--- src/rtl/bram_rr_port_arbiter.sv ---
// Round-robin front end that lets two requesters share one single-port BRAM.
// Define BRAM_ARB_STATS_EN to add the per-port grant counters grant_cnt0/grant_cnt1.
module bram_rr_port_arbiter #(
  parameter int DATA_WIDTH = 32,
  parameter int ADDR_WIDTH = 10,
  parameter int RD_LATENCY = 1
) (
  input  logic                  axi_clock,
  input  logic                  rst,
  input  logic                  req0_valid,
  output logic                  req0_ready,
  input  logic [ADDR_WIDTH-1:0] req0_addr,
  input  logic                  req0_we,
  input  logic [DATA_WIDTH-1:0] req0_din,
  input  logic                  req1_valid,
  output logic                  req1_ready,
  input  logic [ADDR_WIDTH-1:0] req1_addr,
  input  logic                  req1_we,
  input  logic [DATA_WIDTH-1:0] req1_din,
  output logic                  rsp0_valid,
  output logic [DATA_WIDTH-1:0] rsp0_data,
  output logic                  rsp1_valid,
  output logic [DATA_WIDTH-1:0] rsp1_data,
  output logic [ADDR_WIDTH-1:0] bram_addr,
  output logic [DATA_WIDTH-1:0] bram_din,
  input  logic [DATA_WIDTH-1:0] bram_dout,
  output logic                  bram_en,
  output logic                  bram_we
`ifdef BRAM_ARB_STATS_EN
  ,
  output logic [31:0]           grant_cnt0,
  output logic [31:0]           grant_cnt1
`endif
);

  if (RD_LATENCY < 1 || RD_LATENCY > 4) begin : g_bad_latency
    $error("bram_rr_port_arbiter: RD_LATENCY must be in 1..4");
  end

  logic                  last_gnt_q;
  logic                  last_gnt_d;
  logic                  gnt0;
  logic                  gnt1;
  logic                  rd_push;
  logic [RD_LATENCY-1:0] tag_vld_q;
  logic [RD_LATENCY-1:0] tag_vld_d;
  logic [RD_LATENCY-1:0] tag_id_q;
  logic [RD_LATENCY-1:0] tag_id_d;

  // Under contention the port that did not win last time goes first.
  assign gnt0 = req0_valid & (~req1_valid | last_gnt_q);
  assign gnt1 = req1_valid & (~req0_valid | ~last_gnt_q);

  assign req0_ready = gnt0;
  assign req1_ready = gnt1;

  assign bram_addr = gnt1 ? req1_addr : req0_addr;
  assign bram_din  = gnt1 ? req1_din  : req0_din;
  assign bram_en   = gnt0 | gnt1;
  assign bram_we   = (gnt0 & req0_we) | (gnt1 & req1_we);

  assign last_gnt_d = bram_en ? gnt1 : last_gnt_q;
  assign rd_push    = bram_en & ~bram_we;

  // Tag pipeline tracks which port owns the data emerging from the BRAM.
  for (genvar gi = 0; gi < RD_LATENCY; gi++) begin : g_tag
    if (gi == 0) begin : g_head
      assign tag_vld_d[gi] = rd_push;
      assign tag_id_d[gi]  = gnt1;
    end else begin : g_body
      assign tag_vld_d[gi] = tag_vld_q[gi-1];
      assign tag_id_d[gi]  = tag_id_q[gi-1];
    end
  end

  always_ff @(posedge axi_clock) begin
    if (rst) begin
      last_gnt_q <= 1'b1;
      tag_vld_q  <= '0;
      tag_id_q   <= '0;
    end else begin
      last_gnt_q <= last_gnt_d;
      tag_vld_q  <= tag_vld_d;
      tag_id_q   <= tag_id_d;
    end
  end

  assign rsp0_valid = tag_vld_q[RD_LATENCY-1] & ~tag_id_q[RD_LATENCY-1];
  assign rsp1_valid = tag_vld_q[RD_LATENCY-1] &  tag_id_q[RD_LATENCY-1];
  assign rsp0_data  = bram_dout;
  assign rsp1_data  = bram_dout;

`ifdef BRAM_ARB_STATS_EN
  logic [31:0] cnt0_q;
  logic [31:0] cnt1_q;
  logic [31:0] cnt0_d;
  logic [31:0] cnt1_d;

  // Counters wrap naturally at 2^32.
  assign cnt0_d = gnt0 ? cnt0_q + 32'd1 : cnt0_q;
  assign cnt1_d = gnt1 ? cnt1_q + 32'd1 : cnt1_q;

  always_ff @(posedge axi_clock) begin
    if (rst) begin
      cnt0_q <= '0;
      cnt1_q <= '0;
    end else begin
      cnt0_q <= cnt0_d;
      cnt1_q <= cnt1_d;
    end
  end

  assign grant_cnt0 = cnt0_q;
  assign grant_cnt1 = cnt1_q;
`endif

endmodule

--- config.mk ---
export PLATFORM = sky130hd
export DESIGN_NAME = bram_rr_port_arbiter
export DESIGN_NICKNAME = d
export VERILOG_FILES = /design/src/rtl/bram_rr_port_arbiter.sv
export SDC_FILE = /design/constraint.sdc
export NUM_CORES = 1
export LEC_CHECK = 0
export BUFFER_PORTS_ARGS = -buffer_cell sky130_fd_sc_hd__buf_4
export CORE_AREA = 2 2 90 92
export DETAILED_ROUTE_END_ITERATION = 7
export DIE_AREA = 0 0 92 94
export GPL_TIMING_DRIVEN = 1
export PLACE_DENSITY = 0.63
export SLEW_MARGIN = 20
export SYNTH_ARGS = -nofsm -noshare
export SYNTH_HDL_FRONTEND = slang
export SYNTH_SLANG_ARGS = --single-unit
--- constraint.sdc ---
create_clock -name axi_clock -period 1.5 [get_ports axi_clock]
set_input_delay 0 -clock axi_clock [delete_from_list [all_inputs] [get_ports axi_clock]]
set_output_delay 0 -clock axi_clock [all_outputs]
set_load 0.1 [all_outputs]
Word level (Yosys, flattened, before mapping)
Index checks and enable logic that the tools add are counted.
Widths: inputs -> output; s select.
{"block": "classes", "mux": 2, "n_bitwise": 16}
{"op": "$mux 32", "count": 1}
{"op": "$mux 10", "count": 1}
{"op": "$and 1x1->1", "count": 7}
{"op": "$not 1->1", "count": 5}
{"op": "$or 1x1->1", "count": 4}
{"block": "totals", "out_inout_bits": 112, "input_bits": 122, "ff_bits": 3}

Longest topological paths before layout
{"block": "logic_depth", "depth_word": 7, "depth_mapped": 4, "mapped_depth_nobuf": 2}

Worst setup path after synthesis
No wires, ideal clock.
{"block": "synth_timing", "path_kind": "register -> output", "from": "register last_gnt_q", "to": "output port bram_we", "path_buffers": 2, "t_required_ps": 1500, "arrival_ps": 1697, "path_stages_with_launch": 5, "path_slack_ps": -197, "cell_sequence": "dfxtp_1 > a21boi_2 > buf_6 > buf_8 > a32o_1"}
{"block": "synth_via", "elab_chain_len": 5}
{"element": "start: declaration", "line_no": "40", "rtl": "logic last_gnt_q;"}
{"element": "start signal: assignment", "line_no": "82", "rtl": "last_gnt_q <= last_gnt_d;"}
{"element": "$not 1->1", "line_no": "52", "rtl": "assign gnt1 = req1_valid & (~req0_valid | ~last_gnt_q);"}
{"element": "$or 1x1->1", "line_no": "52"}
{"element": "$and 1x1->1", "line_no": "52"}
{"element": "named net req1_ready", "line_no": "16", "rtl": "output logic req1_ready,"}
{"element": "$and 1x1->1", "line_no": "60", "rtl": "assign bram_we = (gnt0 & req0_we) | (gnt1 & req1_we);"}
{"element": "$or 1x1->1", "line_no": "60"}
{"element": "end: declaration", "line_no": "28", "rtl": "output logic bram_we"}
The timed path passes the listed nets, and every way through them passes these cells.

Worst setup path in the final report
{"block": "layout_timing", "from": "register last_gnt_q", "to": "output port bram_addr[4]"}
{"block": "layout_via", "elab_chain_len": 4}
{"element": "$not 1->1", "line_no": "52"}
{"element": "$or 1x1->1", "line_no": "52"}
{"element": "$and 1x1->1", "line_no": "52"}
{"element": "$mux 10", "line_no": "57", "rtl": "assign bram_addr = gnt1 ? req1_addr : req0_addr;"}
{"element": "end: declaration", "line_no": "24", "rtl": "output logic [ADDR_WIDTH-1:0] bram_addr,"}
Every way passes these cells.

==> impl_metrics.json <==
{
  "reg2reg_slack_ps": 470,
  "fin_nets": 333,
  "timing.rr.end": "tag_vld_q",
  "antenna_found_initial": 0,
  "final_util_pct": 34.7,
  "grt_use_met1_pct": 11.0,
  "worst_slack_ps": -94.0,
  "gr-total-overflow": 0,
  "crit_cells": 6,
  "yosysSeqAreaShare_pct": 4.52,
  "finalPower_mw": 2.11,
  "grt_pass1_wl_mm": 6.73,
  "drive_gt1_share_pct": 93.8,
  "netlist_area_um2": 1330,
  "hold_class": "primary input to output port",
  "tightest_slew_ps": 284,
  "syn_to_final_growth_pct": 98.7,
  "crit_path_frequent_cell": "buf_12",
  "grtUsageMet3_pct": 4.41,
  "power_per_cell_area_nw_per_um2": 799,
  "clkTransAtPathRegs_ps": 30,
  "worstSetupStartpointType": "register",
  "nFillCells": 768,
  "numPortBuffers": 137,
  "postSynth.asyncResetShare_pct": 0,
  "path_cells": "a21boi_4 -> buf_6 -> buf_12 -> buf_16 -> mux2_4 -> buf_12",
  "regArea_um2": 61.3,
  "cts_root_buf": "clkbuf_8",
  "drtIter0Drc": 16,
  "fin_setup_tns_ps": -1320,
  "timing.fmax_ghz": 0.627,
  "vias_per_cell": 3.71,
  "min_period_ps": 1590,
  "crit_path_end": "bram_addr[4]",
  "cpLargestDelayFamily": "buffers and inverters",
  "gp_congestion": 0.632,
  "wire_per_inst_um": 15.3,
  "hold_viol_final": 0,
  "violations": "negative setup slack",
  "synth-seq-cells": 3,
  "grt_max_degree": 14,
  "hold_start": "bram_dout[10]",
  "cap_violations": 0,
  "synth_top_area_share_pct": 40.7,
  "fin_area_um2": 2640,
  "vias": 1157,
  "num_rows": 32,
  "timing.final.max_slew_violations": 0,
  "slew-limit-headroom_pct": 81.2,
  "die_h_um": 94,
  "busiest_layer": "met2",
  "cts_tree": "yes",
  "critical-path-max-stage-delay_ps": 330,
  "startpoint": "last_gnt_q",
  "cts.sinks": 3,
  "critical-path-slowest-cell": "dfxtp_2",
  "dieArea_um2": 8650,
  "synth_area_leader_cell": "mux2_4",
  "postPlaceCellArea_um2": 1970,
  "holdWs_ps": 0.0562,
  "crit_buf_inv": 4,
  "firstDrtPassIters": 4,
  "drc": 0,
  "leakage_nw": 1.31,
  "syn-mean-instance-area_um2": 10.4,
  "crit_arrival_ps": 1590,
  "yosysUniqueCellTypes": 16,
  "r2r_start": "last_gnt_q",
  "synth_warnings": 0,
  "syn_inst": 128,
  "dp.cells": 300,
  "required_ps": 1500,
  "outcome": "finished, violations left",
  "yosysMostFrequentCell": "buf_4",
  "ys.flop_type": "dfxtp_1",
  "met2_usage_pct": 18.5,
  "end_kind": "output port",
  "ys_top_cells_by_count": "64 x buf_4, 36 x mux2_4, 6 x mux2_2",
  "rsz0062_at_grt": "yes",
  "initial_core_util_pct": 17.5,
  "clock_latency_ps": 220,
  "netlist_top_cells_area": "mux2_4 41%, buf_4 36%, mux2_2 5.1%",
  "skew_ps": 3.37,
  "cts_buffer_depth": 2,
  "synth-edff-count": 0,
  "core_area_um2": 7610,
  "finalNonFillerCells": 312,
  "cts_buffers": 3,
  "critical_path_class": "register to output port",
  "track_usage_pct": 10.2,
  "ios": 234,
  "antenna_cells": 0,
  "cts_max_level": 1,
  "hpwl_mm": 3.34,
  "multi_input_comb_area_um2": 714,
  "final.period_utilization_pct": 106,
  "syn_nets": 250,
  "setup_viol": 29,
  "pre_cts_ws_ps": 111,
  "antenna_left": 0,
  "peakVddDrop_mv": 0.408,
  "wirelength_mm": 4.77,
  "fp.dieW_um": 92,
  "path_max_fanout": 7,
  "worst-r2r-cell-count": 4,
  "grt_pass1_vias": 1209
}
## sequential cells by signal, indices dropped and copies added (netlist names)
signal,cells
last_gnt_q,1
tag_id_q,1
tag_vld_q,1
## layout make-up
class	instances	share of cell area [%]
Timing Repair Buffer	147	63.9
Multi-Input combinational cell	55	27.1
Tap cell	102	4.84
Sequential cell	3	2.32
Clock buffer	4	1.71
Inverter	1	0.142
## cell usage in the layout, fill, tap and decap left out, types with 2 or more instances in the layout
master / count
mux2_4: 37
buf_6: 7
clkbuf_8: 3
buf_4: 96
dfxtp_1: 2
buf_12: 41
nor2_1: 2
mux2_2: 5
buf_16: 2
nor2b_1: 2
## timing repair
action	4_1_cts	5_1_grt
cloned	3	0
setup buffers	4	1
endpoints found under the hold margin	2	0
hold buffers	1	0
pin swaps	1	1
gates resized for setup	123	3
setup endpoints to repair	42	43
## worst reg2reg max path: cells and delay by family (launching register included)
family	cells	cell delay, ps
AOI/OAI and AO/OA	2	280
DFF	1	360
buffers and inverters	2	280
## kinds of logic (layout without fill, tap and decap cells)
| group | after synthesis | after routing | synth area share (%) |
|---|---|---|---|
| flip-flops | 3 | 3 | 4.52 |
| buffers and inverters | 70 | 152 | 43.0 |
| multiplexers | 42 | 42 | 45.8 |
| AND/OR/NAND/NOR | 9 | 9 | 3.68 |
| AO/OA/AOI/OAI | 4 | 4 | 3.02 |
## how the worst min path moves through the flow
| stage | to | slack (ps) | depth (start not counted) |
|---|---|---|---|
| floorplan | tag_id_q | 70 | 1 |
| global placement | rsp0_data[7] | 1 | 0 |
| detailed placement | rsp0_data[7] | 1 | 0 |
| CTS | rsp0_data[7] | 1 | 0 |
| global route | rsp0_data[10] | 0.2 | 0 |
| finish | rsp0_data[10] | 0.06 | 0 |
## metal layers
layer	up-vias	routed length, um	part of all wire [%]
li1	530	-	-
met1	524	1740	37
met2	103	2430	51
met3	0	598	13
met4	0	0	0
met5	-	0	0
## where the power goes
part / internal (mW) / switching (mW)
logic: 0.731 / 1.05
clock network: 0.182 / 0.0589
registers: 0.0864 / 0.00460
Note: power is estimated with default switching activity, not from simulation.
